### src/rtl/i2c_arbiter_if.sv
// Bus bundle between the requesters, the arbiter and the shared I2C master.
// The master modport is the arbiter's view; the slave modport is the
// environment's view (requesters plus I2C master).
interface i2c_arbiter_if #(
  parameter int unsigned NREQ = 4
);
  // Requester side
  logic [NREQ-1:0]   req;
  logic [NREQ-1:0]   req_op;
  logic [7*NREQ-1:0] req_addr;
  logic [8*NREQ-1:0] req_wdata;
  logic [NREQ-1:0]   cmp_valid;
  logic [1:0]        cmp_code;
  logic [7:0]        cmp_rdata;
  // I2C master side
  logic              m_newd;
  logic              m_op;
  logic [6:0]        m_addr;
  logic [7:0]        m_din;
  logic [7:0]        m_dout;
  logic              m_busy;
  logic              m_ack_err;
  logic              m_done;

  modport master (
    input  req, req_op, req_addr, req_wdata, m_dout, m_busy, m_ack_err, m_done,
    output cmp_valid, cmp_code, cmp_rdata, m_newd, m_op, m_addr, m_din
  );

  modport slave (
    output req, req_op, req_addr, req_wdata, m_dout, m_busy, m_ack_err, m_done,
    input  cmp_valid, cmp_code, cmp_rdata, m_newd, m_op, m_addr, m_din
  );
endinterface

### src/rtl/i2c_arbiter.sv
// Round-robin arbiter sharing one I2C byte master among NREQ requesters.
// One transaction outstanding at a time; WAIT phase guarded by a 10-bit
// timeout counter. Optional single retry on ack error when the macro
// I2C_ARB_RETRY_EN is defined (default build: no retry).
module i2c_arbiter #(
  parameter int unsigned NREQ    = 4,
  parameter int unsigned TIMEOUT = 1023
) (
  input  logic          clk,
  input  logic          rst,
  i2c_arbiter_if.master bus
);

  localparam int unsigned PW = (NREQ > 2) ? $clog2(NREQ) : 1;

  localparam logic [1:0] StIdle  = 2'd0;
  localparam logic [1:0] StIssue = 2'd1;
  localparam logic [1:0] StWait  = 2'd2;
  localparam logic [1:0] StCmpl  = 2'd3;

  localparam logic [9:0]    CntLast = 10'(TIMEOUT - 1);
  localparam logic [PW-1:0] PtrLast = PW'(NREQ - 1);

  logic [1:0]      state_q, state_d;
  logic [PW-1:0]   ptr_q, ptr_d;
  logic [PW-1:0]   owner_q, owner_d;
  logic [9:0]      cnt_q, cnt_d;
  logic            newd_q, newd_d;
  logic            op_q, op_d;
  logic [6:0]      addr_q, addr_d;
  logic [7:0]      din_q, din_d;
  logic [NREQ-1:0] cv_q, cv_d;
  logic [1:0]      code_q, code_d;
  logic [7:0]      rdata_q, rdata_d;
`ifdef I2C_ARB_RETRY_EN
  logic            retry_q, retry_d;
`endif

  logic            grant_any;
  logic [PW-1:0]   grant_idx;
  logic [PW-1:0]   grant_cand;
  logic [PW:0]     grant_sum;
  logic            grant_op;
  logic [6:0]      grant_addr;
  logic [7:0]      grant_wdata;

  // Round-robin search: scan offsets from the top down so the requester
  // closest to ptr (smallest offset) is the last and winning assignment.
  always_comb begin
    grant_any  = 1'b0;
    grant_idx  = '0;
    grant_cand = '0;
    grant_sum  = '0;
    for (int i = int'(NREQ) - 1; i >= 0; i--) begin
      grant_sum = {1'b0, ptr_q} + (PW+1)'(i);
      if (grant_sum >= (PW+1)'(NREQ)) begin
        grant_sum = grant_sum - (PW+1)'(NREQ);
      end
      grant_cand = grant_sum[PW-1:0];
      if (bus.req[grant_cand]) begin
        grant_any = 1'b1;
        grant_idx = grant_cand;
      end
    end
  end

  // Fetch the winner's command fields with constant part-selects.
  always_comb begin
    grant_op    = 1'b0;
    grant_addr  = '0;
    grant_wdata = '0;
    for (int j = 0; j < int'(NREQ); j++) begin
      if (PW'(j) == grant_idx) begin
        grant_op    = bus.req_op[j];
        grant_addr  = bus.req_addr[7*j +: 7];
        grant_wdata = bus.req_wdata[8*j +: 8];
      end
    end
  end

  // Next-state and registered-output computation.
  always_comb begin
    state_d = state_q;
    ptr_d   = ptr_q;
    owner_d = owner_q;
    cnt_d   = cnt_q;
    newd_d  = 1'b0;
    op_d    = op_q;
    addr_d  = addr_q;
    din_d   = din_q;
    cv_d    = '0;
    code_d  = 2'b00;
    rdata_d = '0;
`ifdef I2C_ARB_RETRY_EN
    retry_d = retry_q;
`endif
    unique case (state_q)
      StIdle: begin
        if (grant_any && !bus.m_busy) begin
          state_d = StIssue;
          newd_d  = 1'b1;
          owner_d = grant_idx;
          ptr_d   = (grant_idx == PtrLast) ? '0 : grant_idx + PW'(1);
          op_d    = grant_op;
          addr_d  = grant_addr;
          din_d   = grant_wdata;
`ifdef I2C_ARB_RETRY_EN
          retry_d = 1'b0;
`endif
        end
      end
      StIssue: begin
        state_d = StWait;
        cnt_d   = '0;
      end
      StWait: begin
        if (bus.m_done || bus.m_ack_err) begin
`ifdef I2C_ARB_RETRY_EN
          if (bus.m_ack_err && !retry_q) begin
            // First ack error of this grant: reissue the same command once.
            retry_d = 1'b1;
            state_d = StIssue;
            newd_d  = 1'b1;
          end else begin
            state_d        = StCmpl;
            cv_d[owner_q]  = 1'b1;
            code_d         = bus.m_ack_err ? 2'b01 : 2'b00;
            rdata_d        = (!bus.m_ack_err && op_q) ? bus.m_dout : 8'h00;
          end
`else
          state_d       = StCmpl;
          cv_d[owner_q] = 1'b1;
          code_d        = bus.m_ack_err ? 2'b01 : 2'b00;
          rdata_d       = (!bus.m_ack_err && op_q) ? bus.m_dout : 8'h00;
`endif
        end else if (cnt_q == CntLast) begin
          state_d       = StCmpl;
          cv_d[owner_q] = 1'b1;
          code_d        = 2'b10;
        end else begin
          cnt_d = cnt_q + 10'd1;
        end
      end
      StCmpl: begin
        state_d = StIdle;
        op_d    = 1'b0;
        addr_d  = '0;
        din_d   = '0;
      end
      default: state_d = StIdle;
    endcase
  end

  // State and output registers with asynchronous active-low reset.
  always_ff @(posedge clk or negedge rst) begin
    if (!rst) begin
      state_q <= StIdle;
      ptr_q   <= '0;
      owner_q <= '0;
      cnt_q   <= '0;
      newd_q  <= 1'b0;
      op_q    <= 1'b0;
      addr_q  <= '0;
      din_q   <= '0;
      cv_q    <= '0;
      code_q  <= 2'b00;
      rdata_q <= '0;
`ifdef I2C_ARB_RETRY_EN
      retry_q <= 1'b0;
`endif
    end else begin
      state_q <= state_d;
      ptr_q   <= ptr_d;
      owner_q <= owner_d;
      cnt_q   <= cnt_d;
      newd_q  <= newd_d;
      op_q    <= op_d;
      addr_q  <= addr_d;
      din_q   <= din_d;
      cv_q    <= cv_d;
      code_q  <= code_d;
      rdata_q <= rdata_d;
`ifdef I2C_ARB_RETRY_EN
      retry_q <= retry_d;
`endif
    end
  end

  assign bus.m_newd    = newd_q;
  assign bus.m_op      = op_q;
  assign bus.m_addr    = addr_q;
  assign bus.m_din     = din_q;
  assign bus.cmp_valid = cv_q;
  assign bus.cmp_code  = code_q;
  assign bus.cmp_rdata = rdata_q;

endmodule

### src/flat_wrapper.sv
// flat-port wrapper written by rule: the top's interface ports become plain ports
module i2c_arbiter_flat 
#(
  parameter int unsigned NREQ    = 4,
  parameter int unsigned TIMEOUT = 1023
)
  (clk, rst, bus_req, bus_req_op, bus_req_addr, bus_req_wdata, bus_m_dout, bus_m_busy, bus_m_ack_err, bus_m_done, bus_cmp_valid, bus_cmp_code, bus_cmp_rdata, bus_m_newd, bus_m_op, bus_m_addr, bus_m_din);
  i2c_arbiter_if #(.NREQ(NREQ)) bus_i ();
  input  logic clk;
  input  logic rst;
  input wire logic [$bits(bus_i.req)-1:0] bus_req;
  input wire logic [$bits(bus_i.req_op)-1:0] bus_req_op;
  input wire logic [$bits(bus_i.req_addr)-1:0] bus_req_addr;
  input wire logic [$bits(bus_i.req_wdata)-1:0] bus_req_wdata;
  input wire logic [$bits(bus_i.m_dout)-1:0] bus_m_dout;
  input wire logic [$bits(bus_i.m_busy)-1:0] bus_m_busy;
  input wire logic [$bits(bus_i.m_ack_err)-1:0] bus_m_ack_err;
  input wire logic [$bits(bus_i.m_done)-1:0] bus_m_done;
  output wire logic [$bits(bus_i.cmp_valid)-1:0] bus_cmp_valid;
  output wire logic [$bits(bus_i.cmp_code)-1:0] bus_cmp_code;
  output wire logic [$bits(bus_i.cmp_rdata)-1:0] bus_cmp_rdata;
  output wire logic [$bits(bus_i.m_newd)-1:0] bus_m_newd;
  output wire logic [$bits(bus_i.m_op)-1:0] bus_m_op;
  output wire logic [$bits(bus_i.m_addr)-1:0] bus_m_addr;
  output wire logic [$bits(bus_i.m_din)-1:0] bus_m_din;
  assign bus_i.req = bus_req;
  assign bus_i.req_op = bus_req_op;
  assign bus_i.req_addr = bus_req_addr;
  assign bus_i.req_wdata = bus_req_wdata;
  assign bus_i.m_dout = bus_m_dout;
  assign bus_i.m_busy = bus_m_busy;
  assign bus_i.m_ack_err = bus_m_ack_err;
  assign bus_i.m_done = bus_m_done;
  assign bus_cmp_valid = bus_i.cmp_valid;
  assign bus_cmp_code = bus_i.cmp_code;
  assign bus_cmp_rdata = bus_i.cmp_rdata;
  assign bus_m_newd = bus_i.m_newd;
  assign bus_m_op = bus_i.m_op;
  assign bus_m_addr = bus_i.m_addr;
  assign bus_m_din = bus_i.m_din;
  i2c_arbiter #(.NREQ(NREQ), .TIMEOUT(TIMEOUT)) u_core (.clk(clk), .rst(rst), .bus(bus_i));
endmodule
### config.mk
export PLATFORM = sky130hd
export DESIGN_NAME = i2c_arbiter_flat
export DESIGN_NICKNAME = d
export VERILOG_FILES = /design/src/rtl/i2c_arbiter_if.sv /design/src/rtl/i2c_arbiter.sv /design/src/flat_wrapper.sv
export SDC_FILE = /design/constraint.sdc
export NUM_CORES = 1
export LEC_CHECK = 0
export CAP_MARGIN = 20
export CELL_PAD_IN_SITES_DETAIL_PLACEMENT = 1
export CELL_PAD_IN_SITES_GLOBAL_PLACEMENT = 1
export CORE_ASPECT_RATIO = 0.5
export CORE_UTILIZATION = 32
export DETAILED_ROUTE_END_ITERATION = 10
export GPL_TIMING_DRIVEN = 0
export PLACE_DENSITY = 0.83
export SETUP_SLACK_MARGIN = 0.05
export SYNTH_ARGS = -nofsm -noshare
export SYNTH_HDL_FRONTEND = slang
export SYNTH_SLANG_ARGS = --single-unit
### constraint.sdc
create_clock -name clk -period 2.9 [get_ports clk]
set_input_delay 0.29 -clock clk [delete_from_list [all_inputs] [get_ports clk]]
set_output_delay 0.29 -clock clk [all_outputs]
set_load 0.02 [all_outputs]
---- After elaboration in Yosys (flattened, before gate mapping) ----
Index checks and enable logic that the tools add are counted.
storage, ports and cells
  register bits ........................... 47
  word-level logic and storage cells ...... 116
  bits of input ports ..................... 81
  output and inout bits ................... 31
operators by class
  equal/unequal tests ..................... 12
  reductions and logical operators ........ 14
  muxes and demuxes ....................... 60
  order comparisons ....................... 10
  $add $sub $neg .......................... 9
operators by type and width
  kind                     count
  $mux W8                  8
  $mux W7                  5
  $mux W2                  15
  $mux W10                 2
  $pmux W10 S2             1
  $mux W1                  17
  $pmux W8 S2              1
  $lt A2 B3 Y1 const B     5
  $pmux W7 S2              1
  $mux W4                  3
  $add A10 B1 Y10 const B  1
  $eq A10 B10 Y1 const B   1
  $ge A3 B3 Y1 const B     3
  $bmux W1 S2              4
  $pmux W2 S4              1
  $sub A2 B1 Y2 const B    4
  $add A2 B2 Y3 const B    2
  $eq A2 B2 Y1 const B     3
  $reduce_and A2 Y1        3
  $eq A2 B2 Y1 const A     2
  $logic_not A2 Y1         2
  $ne A2 B2 Y1 const B     2
  $reduce_bool A2 Y1       2
  $add A2 B1 Y3 const B    1
  13 further kinds         16

---- Depth between registers and ports, before layout ----
Gate-level depths: netlist of run 1.
  depth in word-level cells ............... 16
  depth in mapped cells ................... 11
  mapped depth without buffers ............ 9

---- Worst setup path after synthesis of run 1 ----
OpenSTA, ideal clock, no wires.
  path kind ............................... register to register
  from .................................... reg u_core.ptr_q[0]
  to ...................................... reg u_core.addr_q[4], in the netlist u_core.bus.m_addr[4]
  stages on the path, launching flop included .. 11
  clock period less this slack ............ 2.387 ns
  path slack .............................. 0.513 ns
  arrival time ............................ 2.266 ns
  required time ........................... 2.779 ns
  setup time .............................. 0.121 ns
  buffers on the path ..................... 1
  cells stage by stage .................... dfrtp_1 > inv_1 > a22o_1 > a221oi_1 > inv_1 > ha_1 > nor2b_2 > buf_2 > a221oi_1 > o31ai_1 > a22o_1
on the way
  longest elaborated chain between the ends .. 16
  elaborated cells between the ends (all ways) .. 44
  classes of those cells .................. 7 x add/sub; 4 x order compare; 4 x eq/ne; 26 x mux; 3 x reduce/logical
RTL lines
  element                                               line                                  RTL
  start, declared                                       i2c_arbiter.sv:25                     logic [PW-1:0] ptr_q, ptr_d;
  start signal, assigned                                i2c_arbiter.sv:173                    ptr_q <= ptr_d;
  $add A2 B2 Y3                                         i2c_arbiter.sv:55                     grant_sum = {1'b0, ptr_q} + (PW+1)'(i);
  $ge A3 B3 Y1 / $sub A2 B1 Y2 (equally long branches)  i2c_arbiter.sv:56, i2c_arbiter.sv:57
  $mux W2                                               i2c_arbiter.sv:56                     if (grant_sum >= (PW+1)'(NREQ)) begin
  $bmux W1 S2                                           i2c_arbiter.sv:60                     if (bus.req[grant_cand]) begin
  $mux W1 (implied by the code)                         i2c_arbiter.sv:60
  $mux W2 (3 in series)                                 i2c_arbiter.sv:60
  $mux W2 (*)                                           i2c_arbiter.sv:60
  via u_core.grant_idx[0]                               i2c_arbiter.sv:40                     logic [PW-1:0] grant_idx;
  $logic_not A2 Y1                                      i2c_arbiter.sv:73                     if (PW'(j) == grant_idx) begin
  $mux W7 (3 in series)                                 i2c_arbiter.sv:73
  $mux W7 (*)                                           i2c_arbiter.sv:73
  $mux W7 (*)                                           i2c_arbiter.sv:99                     if (grant_any && !bus.m_busy) begin
  $pmux W7 S2 (*)                                       i2c_arbiter.sv:97                     unique case (state_q)
  end signal, assigned                                  i2c_arbiter.sv:178                    addr_q <= addr_d;
  end, declared                                         i2c_arbiter.sv:30                     logic [6:0] addr_q, addr_d;
Mark *: on every way through the listed nets, which the timed path passes. The rest lies on a longest branch. The select of a mux whose other input is x is not followed.
A chain may end at the register's enable or synchronous reset.

---- Worst setup path in the final report of run 1 ----
  from .................................... in bus_req[0]
  to ...................................... reg u_core.din_q[3], in the netlist u_core.bus.m_din[3]
on the way
  longest elaborated chain between the ends .. 13
  elaborated cells between the ends (all ways) .. 29
  classes of those cells .................. 4 x eq/ne; 22 x mux; 3 x reduce/logical
RTL lines
  element                        line                RTL
  start, declared                flat_wrapper.sv:11  input wire logic [$bits(bus_i.req)-1:0] bus_req;
  $bmux W1 S2                    i2c_arbiter.sv:60
  $mux W1 (implied by the code)  i2c_arbiter.sv:60
  $mux W2 (3 in series)          i2c_arbiter.sv:60
  $mux W2 (*)                    i2c_arbiter.sv:60
  via u_core.grant_idx[1]        i2c_arbiter.sv:40
  $logic_not A2 Y1               i2c_arbiter.sv:73
  $mux W8 (3 in series)          i2c_arbiter.sv:73
  $mux W8 (*)                    i2c_arbiter.sv:73
  $mux W8 (*)                    i2c_arbiter.sv:99
  $pmux W8 S2 (*)                i2c_arbiter.sv:97
  end signal, assigned           i2c_arbiter.sv:179  din_q <= din_d;
  end, declared                  i2c_arbiter.sv:31   logic [7:0] din_q, din_d;
Marks and branches as above.

==> results_tabular.tex, run 1 <==
\begin{tabular}{lr}
\hline
Metric & Value \\
\hline
\multicolumn{2}{l}{\textbf{Outcome}} \\
\quad Outcome & completed \\
\multicolumn{2}{l}{\textbf{GRT}} \\
\quad Initial antenna violation count & 0 \\
\quad Pin count of the biggest net entering global routing & 34 \\
\quad Overflow left after global routing & 0 \\
\quad First-pass GRT wire length & 15.1 mm \\
\quad Global-route usage over all layers & 22.4\% \\
\quad Via count of the first global-routing pass & 2874 \\
\multicolumn{2}{l}{\textbf{Power and ir drop}} \\
\quad Leakage dissipation & approximately 1.8 nW \\
\quad Cell Pwr Density & 796 nW/um2 \\
\quad Overall power consumption & 3.40 mW \\
\quad Worst IR drop on VDD & 0.000351 V \\
\multicolumn{2}{l}{\textbf{Synthesis}} \\
\quad Number of synthesis warnings & 0 \\
\quad Area contributors post-synth & sky130\_fd\_sc\_hd\_\_dfrtp\_1, sky130\_fd\_sc\_hd\_\_a22o\_1, sky130\_fd\_sc\_hd\_\_a221oi\_1 \\
\quad Proportion of synthesized flip-flops having asynchronous set or reset & 100\% \\
\quad Top FF cell, synth & sky130\_fd\_sc\_hd\_\_dfrtp\_1 \\
\quad Cells after Synth & 269 \\
\quad Synth unique cells & 49 \\
\quad Portion of synthesized cell area occupied by the leading cell type & 43.5\% \\
\quad Post-synthesis register bit count & 47 \\
\quad Number of enable-type register cells in the synthesized netlist & 0 \\
\quad Part of the Yosys area used for sequential elements & 43.5\% \\
\quad Synthesized area & 2710 um2 \\
\quad Library cell with the largest summed area after synthesis & sky130\_fd\_sc\_hd\_\_dfrtp\_1 \\
\quad Synth Net Count & 360 \\
\quad Mean post-synth cell area & 10.1 um2 \\
\quad Most frequently used cell type in the post-synthesis netlist & sky130\_fd\_sc\_hd\_\_dfrtp\_1 \\
\quad Ranking of synthesized cells by instance count & sky130\_fd\_sc\_hd\_\_dfrtp\_1, sky130\_fd\_sc\_hd\_\_nand2\_1, sky130\_fd\_sc\_hd\_\_a22o\_1 \\
\multicolumn{2}{l}{\textbf{Critical path}} \\
\quad Kind of cell adding the most delay to the critical path & compound AO/OA/AOI/OAI gates \\
\quad Crit end category & flip-flop \\
\quad Crit path buffers/inverters & 4 \\
\quad Logic depth of the worst path, buffers included & 12 \\
\quad Max stage delay cell, worst path & sky130\_fd\_sc\_hd\_\_clkdlybuf4s50\_1 \\
\quad Type of the setup path with the least slack & input pin to flip-flop \\
\quad CP max FO & 10 \\
\quad Required @ worst endpoint & roughly 3100 ps \\
\quad Cell-by-cell listing of the critical path & clkdlybuf4s50\_1 > a21oi\_1 > o21ai\_0 > a21oi\_2 > inv\_1 > ha\_1 > buf\_2 > nor2b\_4 > buf\_4 > a221oi\_2 > o31ai\_1 > a22o\_1 \\
\quad Depth of the worst register-to-register path & 11 \\
\quad Crit path largest cell delay & 500 ps \\
\quad Kind of start point of the critical path & input pin \\
\quad Worst path arrival time & 2970 ps \\
\multicolumn{2}{l}{\textbf{Floorplan}} \\
\quad Floorplan core area & 8090 um2 \\
\quad Height of the die & about 67 um \\
\quad Die footprint & 8850 um2 \\
\quad Rows & 23 \\
\quad Effective utilization at floorplan & 33.5\% \\
\quad Top Ports & 112 \\
\quad Horizontal extent of the die & 132 um \\
\multicolumn{2}{l}{\textbf{Drt}} \\
\quad Number of remaining DRC errors & 0 \\
\quad Pre-Repair DR Iteration Count & 4 \\
\quad Vias per inst & 5.35 \\
\quad Average detailed-routed wire length per instance & 19.4 um \\
\quad Number of vias in the routed layout & between 2000 and 3000 \\
\quad DRC marker count from the first detailed-route iteration & between 100 and 150 \\
\quad Post-route antenna net violation count & 0 \\
\quad Aggregate routed wire length & 9.84 mm \\
\multicolumn{2}{l}{\textbf{Finish}} \\
\quad Final layout net count & 484 \\
\quad Filler Cells Inserted & 862 \\
\quad Number of diodes & 0 \\
\quad Layout-stage area growth over the synthesis result & 57.7\% \\
\quad Proportion of layout cells with a drive suffix above 1 & 11.4\% \\
\multicolumn{2}{l}{\textbf{CTS}} \\
\quad Root Buffer & sky130\_fd\_sc\_hd\_\_clkbuf\_16 \\
\quad Clock-pin slew on the worst setup and hold paths & around 70 ps \\
\quad Number of clock sinks & 47 \\
\quad CTS tree & yes \\
\quad Number of levels in the clock H-tree & 2 \\
\quad CTS buffer count & 5 \\
\quad Worst skew pair latency & 290 ps \\
\quad Number of buffers on the longest clock path & 2 \\
\multicolumn{2}{l}{\textbf{STA}} \\
\quad Setup repair after global routing missed its margin & true \\
\quad Number of pins exceeding their max-slew limit in the final report & 0 \\
\quad Count of endpoints failing hold in the final timing report & 0 \\
\quad Final worst clock skew & slightly above 6 ps \\
\quad Tightest slew margin relative to the limit & 47.8\% \\
\quad Total of endpoints with negative setup slack in the final report & 0 \\
\quad Min cycle time layout & 2750 ps \\
\quad Slew at the pin closest to its max-slew limit & 776 ps \\
\quad Sum Neg Setup Slack & 0 ps \\
\quad Highest Clock Rate & 0.363 GHz \\
\quad Fraction of the cycle the final worst path needs & 94.9\% \\
\multicolumn{2}{l}{\textbf{Worst hold path}} \\
\quad Worst min path class & input pin to async pin \\
\multicolumn{2}{l}{\textbf{Placed design}} \\
\quad Port Buf Inserts & about 110 \\
\quad HPWL reported at the end of detailed placement & roughly 7.1 mm \\
\quad Placer congestion estimate & 0.843 \\
\multicolumn{2}{l}{\textbf{Run}} \\
\quad Count of maximum capacitance violations & 0 \\
\hline
\end{tabular}
-- sequential cells by signal, indices dropped and copies added, names as in the netlist --
| register | flops |
|---|---|
| u_core.cnt_q | 10 |
| u_core.bus.m_addr | 7 |
| u_core.owner_q | 2 |
| u_core.bus.cmp_rdata | 8 |
| u_core.ptr_q | 2 |
| u_core.bus.cmp_valid | 4 |
| u_core.bus.m_op | 1 |
| u_core.state_q | 2 |
| u_core.bus.cmp_code | 2 |
| u_core.bus.m_din | 8 |
| u_core.bus.m_newd | 1 |
-- kinds of logic after synthesis --
logic type | share of synthesized area (%)
AOI/OAI and AO/OA | 23.6
adders and majority gates | 4.62
buffers and inverters | 4.16
DFF | 43.5
muxes | 2.45
and+or+nand+nor | 21.7
-- through the flow --
| step | worst slack (ps) | hold slack [ps] | util (%) | instance area (um2) | cells |
|---|---|---|---|---|---|
| 4_1_cts | 26.4 | 468 | 51.8 | 4190 | 502 |
| 5_1_grt | -14.2 | 493 | 52.8 | 4270 | 506 |
| 3_5_place_dp | -585 | 240 | 49.1 | 3970 | 493 |
| 2_1_floorplan | 513 | -5.59 | - | 2710 | 269 |
| 3_3_place_gp | -420 | 472 | 48.9 | 3960 | 492 |
| 6_report | 149 | 462 | 52.8 | 4270 | 506 |
-- layout by cell type (no fill, tap or decap), types with 2 or more instances in the layout --
cell type and count:
sky130_fd_sc_hd__o31ai_4 2, sky130_fd_sc_hd__nor2_1 10, sky130_fd_sc_hd__clkdlybuf4s50_1 109, sky130_fd_sc_hd__mux2_2 4
sky130_fd_sc_hd__nor2b_1 15, sky130_fd_sc_hd__a21oi_1 6, sky130_fd_sc_hd__o211ai_1 2, sky130_fd_sc_hd__clkbuf_1 8
sky130_fd_sc_hd__buf_2 4, sky130_fd_sc_hd__and2_1 10, sky130_fd_sc_hd__a221oi_1 9, sky130_fd_sc_hd__nand4_1 3
sky130_fd_sc_hd__a22o_1 18, sky130_fd_sc_hd__inv_1 13, sky130_fd_sc_hd__ha_1 10, sky130_fd_sc_hd__buf_4 6
sky130_fd_sc_hd__nand2b_1 7, sky130_fd_sc_hd__and3_1 2, sky130_fd_sc_hd__or3_1 3, sky130_fd_sc_hd__or4_1 3
sky130_fd_sc_hd__o31ai_1 13, sky130_fd_sc_hd__dfrtp_1 47, sky130_fd_sc_hd__a221oi_4 2, sky130_fd_sc_hd__a221oi_2 5
sky130_fd_sc_hd__nand2_1 22, sky130_fd_sc_hd__clkbuf_16 5, sky130_fd_sc_hd__nand3_1 12, sky130_fd_sc_hd__o311ai_0 4
sky130_fd_sc_hd__o21ai_0 7
-- per-layer routing --
| metal | wire length [um] | global-route usage (%) | vias up |
|---|---|---|---|
| li1 | - | - | 1264 |
| met1 | 4080 | 25.5 | 1365 |
| met2 | 5300 | 42.7 | 61 |
| met3 | 283 | 3.88 | 16 |
| met4 | 181 | 8.87 | 0 |
| met5 | 0 | 0 | - |
-- area by class of cell --
type / instances / area, um2 / share of cell area (%)
clock inverter: 3 / 27.5 / 0.645
sequential: 47 / 1180 / 27.6
buffer: 14 / 65.1 / 1.52
multi-input combinational: 194 / 1510 / 35.4
clock buffer: 5 / 125 / 2.93
timing repair buffer: 117 / 1170 / 27.4
tap: 112 / 140 / 3.28
inverter: 14 / 52.6 / 1.23
-- power by group --
part,switching (mW),internal (mW)
Sequential,0.139,0.812
Clock,0.277,0.329
Combinational,1.01,0.829
Total,1.43,1.97
-- what timing repair did --
item,CTS,global route
buffers inserted,0,4
cloned,0,0
endpoints found under the setup margin,16,13
resized for setup,9,12
hold buffers,1,0
pin swaps,0,4
endpoints found under the hold margin,14,0
-- final timing paths --
check                      slack (ps)               from                 endpoint
max reg2reg                       200    u_core.ptr_q[1]      u_core.bus.m_din[3]
min                               460                rst  u_core.bus.cmp_valid[0]
max in group asynchronous        1930                rst          u_core.cnt_q[1]
max                               150         bus_req[0]      u_core.bus.m_din[3]
min in group clk                  490  u_core.owner_q[1]  u_core.bus.cmp_valid[1]
min reg2reg                       490  u_core.owner_q[1]  u_core.bus.cmp_valid[1]
Note: power is estimated with default switching activity, not from simulation.
==> inputs of run 2 (changes only) <==
--- a/config.mk
+++ b/config.mk
@@ -17,3 +17,4 @@
 export SYNTH_ARGS = -nofsm -noshare
 export SYNTH_HDL_FRONTEND = slang
 export SYNTH_SLANG_ARGS = --single-unit
+export TNS_END_PERCENT = 20
==> run 2 against run 1 <==
Non-clock buffer count unchanged. Wire length decreased by 0.29%. Clock skew about the same. Design area down 0.53%. Total power is 0.82% lower. Worst hold slack barely moved. Fmax fell by 0.46%. Combinational power about the same. Global-route usage is the same. Cell count did not move. Critical path depth stayed put. Sequential cell count unchanged. Critical endpoint is now u_core.bus.m_op. Highest routed layer unchanged.
==> results_tabular.tex, run 2 (synthesized netlist as in run 1, its figures left out) <==
\begin{tabular}{lr}
\hline
Metric & Value \\
\hline
\multicolumn{2}{l}{\textbf{STA}} \\
\quad Min cycle time layout & 2760 ps \\
\quad Count of endpoints failing hold in the final timing report & 0 \\
\quad Fraction of the cycle the final worst path needs & a little over nine tenths \\
\quad Worst setup slack after layout & roughly 140 ps \\
\quad Total of endpoints with negative setup slack in the final report & 0 \\
\quad Slew at the pin closest to its max-slew limit & 775 ps \\
\quad Final worst clock skew & 6.55 ps \\
\quad Highest Clock Rate & 0.362 GHz \\
\quad Setup repair after global routing missed its margin & true \\
\quad Number of pins exceeding their max-slew limit in the final report & 0 \\
\quad Tightest slew margin relative to the limit & 47.9\% \\
\multicolumn{2}{l}{\textbf{Power and ir drop}} \\
\quad Internal Dissipation & 1.96 mW \\
\quad Net Sw Frac & 41.9\% \\
\quad Sequential fraction of design power & $\sim$28\% \\
\quad Power share of the clock group & 18.0\% \\
\quad Leakage dissipation & around 1.7 nW \\
\quad Worst IR drop on VDD & 0.000352 V \\
\quad Switching component of the power & $\sim$1.4 mW \\
\quad Cell Pwr Density & 794 nW/um2 \\
\quad Overall power consumption & between 3 and 4 mW \\
\quad Combinational share of power & 53.8\% \\
\multicolumn{2}{l}{\textbf{Critical path}} \\
\quad Max stage delay cell, worst path & sky130\_fd\_sc\_hd\_\_clkdlybuf4s50\_1 \\
\quad Type of the setup path with the least slack & input pin to flip-flop \\
\quad Cell-by-cell listing of the critical path & clkdlybuf4s50\_1 > a21oi\_1 > o21ai\_0 > a21oi\_2 > inv\_1 > ha\_1 > buf\_2 > nor2b\_4 > buf\_4 > a221oi\_2 > o31ai\_2 > a22o\_1 \\
\quad Kind of start point of the critical path & input pin \\
\quad Crit end category & flip-flop \\
\quad Required @ worst endpoint & 3120 ps \\
\quad Crit path largest cell delay & 500 ps \\
\quad Crit path buffers/inverters & 4 \\
\quad Kind of cell adding the most delay to the critical path & compound AO/OA/AOI/OAI gates \\
\quad Worst path arrival time & between 2000 and 3000 ps \\
\quad CP max FO & 10 \\
\multicolumn{2}{l}{\textbf{GRT}} \\
\quad Initial antenna violation count & 0 \\
\quad Via count of the first global-routing pass & 2874 \\
\quad Global-route usage over all layers & 22.4\% \\
\quad Pin count of the biggest net entering global routing & 34 \\
\quad First-pass GRT wire length & 15.1 mm \\
\quad Overflow left after global routing & 0 \\
\multicolumn{2}{l}{\textbf{Worst hold path}} \\
\quad Worst min path class & input pin to async pin \\
\multicolumn{2}{l}{\textbf{Floorplan}} \\
\quad Horizontal extent of the die & $\sim$130 um \\
\quad Rows & 23 \\
\quad Effective utilization at floorplan & 33.5\% \\
\quad Die footprint & 8850 um2 \\
\quad Height of the die & 67.0 um \\
\quad Floorplan core area & 8090 um2 \\
\quad Top Ports & 112 \\
\multicolumn{2}{l}{\textbf{Finish}} \\
\quad Layout-stage area growth over the synthesis result & 56.8\% \\
\quad Filler Cells Inserted & 862 \\
\quad Number of diodes & 0 \\
\quad Proportion of layout cells with a drive suffix above 1 & 11.4\% \\
\quad Most common cell after layout, fill and taps aside & sky130\_fd\_sc\_hd\_\_clkdlybuf4s50\_1 \\
\quad Most flops, register & u\_core.cnt\_q \\
\quad Final layout net count & 484 \\
\quad Flip-flop count of the largest register, all copies and words added & 10 \\
\quad Multi-input gate area in the final layout & 1490 um2 \\
\quad Register Area & 1180 um2 \\
\quad Commonest cells after routing, fill and taps aside & sky130\_fd\_sc\_hd\_\_clkdlybuf4s50\_1, sky130\_fd\_sc\_hd\_\_dfrtp\_1, sky130\_fd\_sc\_hd\_\_nand2\_1 \\
\multicolumn{2}{l}{\textbf{CTS}} \\
\quad CTS tree & yes \\
\quad Clock-pin slew on the worst setup and hold paths & roughly 70 ps \\
\quad CTS buffer count & 5 \\
\quad Worst skew pair latency & 290 ps \\
\quad Number of buffers on the longest clock path & 2 \\
\quad Number of clock sinks & 47 \\
\quad Number of levels in the clock H-tree & 2 \\
\quad Root Buffer & sky130\_fd\_sc\_hd\_\_clkbuf\_16 \\
\multicolumn{2}{l}{\textbf{Drt}} \\
\quad Number of vias in the routed layout & $\sim$2700 \\
\quad Number of remaining DRC errors & 0 \\
\quad Average detailed-routed wire length per instance & just under 20 um \\
\quad DRC marker count from the first detailed-route iteration & roughly 140 \\
\quad Vias per inst & $\sim$5.4 \\
\quad Post-route antenna net violation count & 0 \\
\quad Pre-Repair DR Iteration Count & 4 \\
\quad Aggregate routed wire length & 9.81 mm \\
\multicolumn{2}{l}{\textbf{Placed design}} \\
\quad HPWL reported at the end of detailed placement & 7.10 mm \\
\quad Worst slack at placement & -585 ps \\
\quad Port Buf Inserts & 111 \\
\quad Placer congestion estimate & 0.843 \\
\multicolumn{2}{l}{\textbf{Run}} \\
\quad Count of maximum capacitance violations & 0 \\
\multicolumn{2}{l}{\textbf{Outcome}} \\
\quad Outcome & completed \\
\hline
\end{tabular}
run 2: final timing paths:
check	start	slack, ps	to	cells past startpoint
worst max-delay path	bus_req[0]	140	u_core.bus.m_op	12
worst min-delay path	rst	460	u_core.bus.cmp_valid[0]	2
worst max register to register	u_core.ptr_q[1]	190	u_core.bus.m_op	11
worst min register to register	u_core.owner_q[1]	490	u_core.bus.cmp_valid[1]	1
max in group asynchronous	rst	1930	u_core.cnt_q[1]	3
min in group clk	u_core.owner_q[1]	490	u_core.bus.cmp_valid[1]	1
run 2: repair_timing:
item | 4_1_cts | 5_1_grt
cloned | 0 | 0
setup endpoints to repair | 16 | 13
endpoints found under the hold margin | 14 | 0
pin swaps | 0 | 4
hold buffers | 1 | 0
resized for setup | 9 | 9
buffers inserted | 0 | 4
run 2: power groups by stage:
stage          combinational [mW]  sequential [mW]  clock [mW]
5_1_grt                      1.96            0.968       0.635
2_1_floorplan               0.888             1.04           0
6_report                     1.81            0.951       0.607
3_3_place_gp                 1.59            0.928           0
4_1_cts                      1.74            0.945       0.610
3_5_place_dp                 1.66            0.945           0
run 2: final cells by class:
type / count / share of cell area [%]
clock inverter: 3 / 0.649
clock buffer: 5 / 2.95
multi-input combinational: 194 / 35.1
timing repair buffer: 117 / 27.5
sequential: 47 / 27.7
inverter: 14 / 1.24
tap: 112 / 3.30
buffer: 14 / 1.53
run 2: through the flow:
| step | hold WS (ps) | utilization (%) | setup TNS [ps] | std cells | cell area [um2] |
|---|---|---|---|---|---|
| after floorplan | -5.59 | - | 0 | 269 | 2710 |
| after global placement | 472 | 48.9 | -5340 | 492 | 3960 |
| after detailed placement | 240 | 49.1 | -7390 | 493 | 3970 |
| after CTS | 468 | 51.8 | 0 | 502 | 4190 |
| after global routing | 492 | 52.5 | -60.0 | 506 | 4240 |
| final | 462 | 52.5 | 0 | 506 | 4240 |
run 2: per-layer routing:
| metal | routed length [um] | track usage [%] |
|---|---|---|
| met1 | 4020 | 25.5 |
| met2 | 5280 | 42.7 |
| met3 | 318 | 3.88 |
| met4 | 195 | 8.87 |
| met5 | 0 | 0 |
==> inputs of run 3 (changes only) <==
--- a/config.mk
+++ b/config.mk
@@ -11,7 +11,6 @@
 export CORE_ASPECT_RATIO = 0.5
 export CORE_UTILIZATION = 32
 export DETAILED_ROUTE_END_ITERATION = 10
-export GPL_TIMING_DRIVEN = 0
 export PLACE_DENSITY = 0.83
 export SETUP_SLACK_MARGIN = 0.05
 export SYNTH_ARGS = -nofsm -noshare
==> run 3 against run 2 <==
Sequential share of layout area up 0.72 points. Register-to-register slack better by 250 ps. Worst hold slack worse by 40 ps. Utilization down 1.3 points. Critical path type unchanged. Design area down 2.5%. Fmax up 5.6%. Total power down 5.2%. Largest power group unchanged. Via count down 3.8%.
==> results_tabular.tex, run 3 (synthesized netlist as in run 1, its figures left out) <==
\begin{tabular}{lr}
\hline
Metric & Value \\
\hline
\multicolumn{2}{l}{\textbf{Placed design}} \\
\quad Worst slack at placement & -90.7 ps \\
\quad Port Buf Inserts & 111 \\
\quad HPWL reported at the end of detailed placement & 6.97 mm \\
\quad Standard cell area after detailed placement & 3960 um2 \\
\quad Placer congestion estimate & 0.811 \\
\multicolumn{2}{l}{\textbf{Critical path}} \\
\quad Reg2reg start & u\_core.ptr\_q[0] \\
\quad Worst reg2reg setup slack & 440 ps \\
\quad Worst path arrival time & 2800 ps \\
\quad CP max FO & 15 \\
\quad Crit end category & flip-flop \\
\quad Type of the setup path with the least slack & input pin to flip-flop \\
\quad Kind of start point of the critical path & input pin \\
\quad Worst flop-to-flop path endpoint & u\_core.bus.m\_din[5] \\
\quad Depth of the worst register-to-register path & 10 \\
\quad Required @ worst endpoint & around 3100 ps \\
\multicolumn{2}{l}{\textbf{STA}} \\
\quad Total of endpoints with negative setup slack in the final report & 0 \\
\quad Count of endpoints failing hold in the final timing report & 0 \\
\quad Number of pins exceeding their max-slew limit in the final report & 0 \\
\quad Worst hold slack across all endpoints & 422 ps \\
\quad Highest Clock Rate & around 0.38 GHz \\
\quad Final worst clock skew & 4.91 ps \\
\quad Sum Neg Setup Slack & 0 ps \\
\quad Slew at the pin closest to its max-slew limit & 499 ps \\
\quad Worst setup slack after layout & 283 ps \\
\quad Tightest slew margin relative to the limit & approximately two thirds \\
\quad Fraction of the cycle the final worst path needs & 90.3\% \\
\quad Min cycle time layout & 2620 ps \\
\quad Setup repair after global routing missed its margin & false \\
\multicolumn{2}{l}{\textbf{Finish}} \\
\quad Post-route cell area & between 4000 and 5000 um2 \\
\quad Commonest cells after routing, fill and taps aside & sky130\_fd\_sc\_hd\_\_clkdlybuf4s50\_1, sky130\_fd\_sc\_hd\_\_dfrtp\_1, sky130\_fd\_sc\_hd\_\_nand2\_1 \\
\quad Number of diodes & 0 \\
\quad Layout-stage area growth over the synthesis result & 52.8\% \\
\quad Flip-flop count of the largest register, all copies and words added & 10 \\
\quad Filler Cells Inserted & 881 \\
\quad Most common cell after layout, fill and taps aside & sky130\_fd\_sc\_hd\_\_clkdlybuf4s50\_1 \\
\quad Most flops, register & u\_core.cnt\_q \\
\quad Proportion of layout cells with a drive suffix above 1 & 8.31\% \\
\quad Final layout net count & 475 \\
\multicolumn{2}{l}{\textbf{Floorplan}} \\
\quad Rows & 23 \\
\quad Top Ports & 112 \\
\quad Horizontal extent of the die & 132 um \\
\quad Die footprint & 8850 um2 \\
\quad Floorplan core area & slightly above 8000 um2 \\
\quad Height of the die & 67.0 um \\
\quad Effective utilization at floorplan & 33.5\% \\
\multicolumn{2}{l}{\textbf{Drt}} \\
\quad Average detailed-routed wire length per instance & roughly 18 um \\
\quad DRC marker count from the first detailed-route iteration & 118 \\
\quad Vias per inst & 5.25 \\
\quad Number of vias in the routed layout & between 2000 and 3000 \\
\quad Aggregate routed wire length & 9.05 mm \\
\quad Post-route antenna net violation count & 0 \\
\quad Pre-Repair DR Iteration Count & 4 \\
\quad Number of remaining DRC errors & 0 \\
\multicolumn{2}{l}{\textbf{Worst hold path}} \\
\quad Worst min path class & input pin to async pin \\
\multicolumn{2}{l}{\textbf{Run}} \\
\quad Count of maximum capacitance violations & 0 \\
\multicolumn{2}{l}{\textbf{CTS}} \\
\quad Number of levels in the clock H-tree & 2 \\
\quad Number of buffers on the longest clock path & 2 \\
\quad CTS buffer count & 5 \\
\quad Buffers inserted during post-CTS setup optimization & 0 \\
\quad Root Buffer & sky130\_fd\_sc\_hd\_\_clkbuf\_16 \\
\quad Clock-pin slew on the worst setup and hold paths & approximately 70 ps \\
\quad Worst skew pair latency & 290 ps \\
\quad CTS tree & yes \\
\quad Number of clock sinks & 47 \\
\multicolumn{2}{l}{\textbf{GRT}} \\
\quad Initial antenna violation count & 0 \\
\quad Pin count of the biggest net entering global routing & 48 \\
\quad Via count of the first global-routing pass & 2754 \\
\quad First-pass GRT wire length & roughly 14 mm \\
\quad Overflow left after global routing & 0 \\
\quad Global-route usage over all layers & between 20\% and 30\% \\
\multicolumn{2}{l}{\textbf{Outcome}} \\
\quad Outcome & completed \\
\multicolumn{2}{l}{\textbf{Power and ir drop}} \\
\quad Worst IR drop on VDD & 0.000254 V \\
\quad Leakage dissipation & 1.70 nW \\
\quad Cell Pwr Density & 772 nW/um2 \\
\quad Overall power consumption & roughly 3.2 mW \\
\hline
\end{tabular}
run 3: how the worst max path moves through the flow:
stage	cells past startpoint	endpoint	start	slack [ps]
2_1_floorplan	10	u_core.bus.m_addr[4]	u_core.ptr_q[0]	510
5_1_grt	11	u_core.bus.m_din[5]	bus_req[3]	130
3_3_place_gp	11	u_core.bus.m_din[5]	bus_req[3]	20
6_report	11	u_core.bus.m_din[5]	bus_req[3]	280
3_5_place_dp	10	u_core.bus.m_din[0]	bus_req[0]	-90
4_1_cts	10	u_core.bus.m_din[0]	bus_req[0]	200
run 3: per-stage QoR:
step | utilization [%] | instances
floorplan | - | 269
global placement | 49.0 | 487
detailed placement | 49.0 | 487
CTS | 50.7 | 495
global route | 51.2 | 497
finish | 51.2 | 497
run 3: power breakdown:
part | switching, mW | total (mW) | leakage (nW) | internal (mW)
sequential | 0.133 | 0.946 | 0.633 | 0.813
clock | 0.260 | 0.579 | 0.0669 | 0.319
combinational | 0.896 | 1.67 | 1.00 | 0.773
total | 1.29 | 3.19 | 1.70 | 1.90
run 3: layout make-up:
cell class,instances,area (um2),area share (%)
clock inverters,2,12.5,0.302
well taps,112,140,3.39
inverters,14,52.6,1.27
repair buffers,122,1200,29.1
flip-flops and latches,47,1180,28.4
clock buffers,6,129,3.12
multi-input cells,194,1420,34.4
run 3: worst max-delay path: stages:
cell and delay (ps):
sky130_fd_sc_hd__clkdlybuf4s50_1 530, sky130_fd_sc_hd__inv_1 100, sky130_fd_sc_hd__a22o_1 210, sky130_fd_sc_hd__a221oi_1 290, sky130_fd_sc_hd__buf_4 200, sky130_fd_sc_hd__inv_1 60, sky130_fd_sc_hd__ha_1 220, sky130_fd_sc_hd__nor2b_4 190
sky130_fd_sc_hd__a221oi_1 380, sky130_fd_sc_hd__o31ai_1 130, sky130_fd_sc_hd__a22o_1 200
run 3: layer usage:
layer | part of all wire, % | up-vias | routed length [um] | GRT usage [%]
li1 | - | 1241 | - | -
met1 | 40 | 1278 | 3610 | 22.3
met2 | 53 | 66 | 4820 | 38.5
met3 | 4.4 | 22 | 398 | 3.81
met4 | 2.5 | 0 | 225 | 10.2
met5 | 0 | - | 0 | 0
run 3: timing repair:
item	CTS	global route
gates resized for setup	0	1
hold buffers	0	1
endpoints found under the hold margin	0	12
endpoints found under the setup margin	0	10
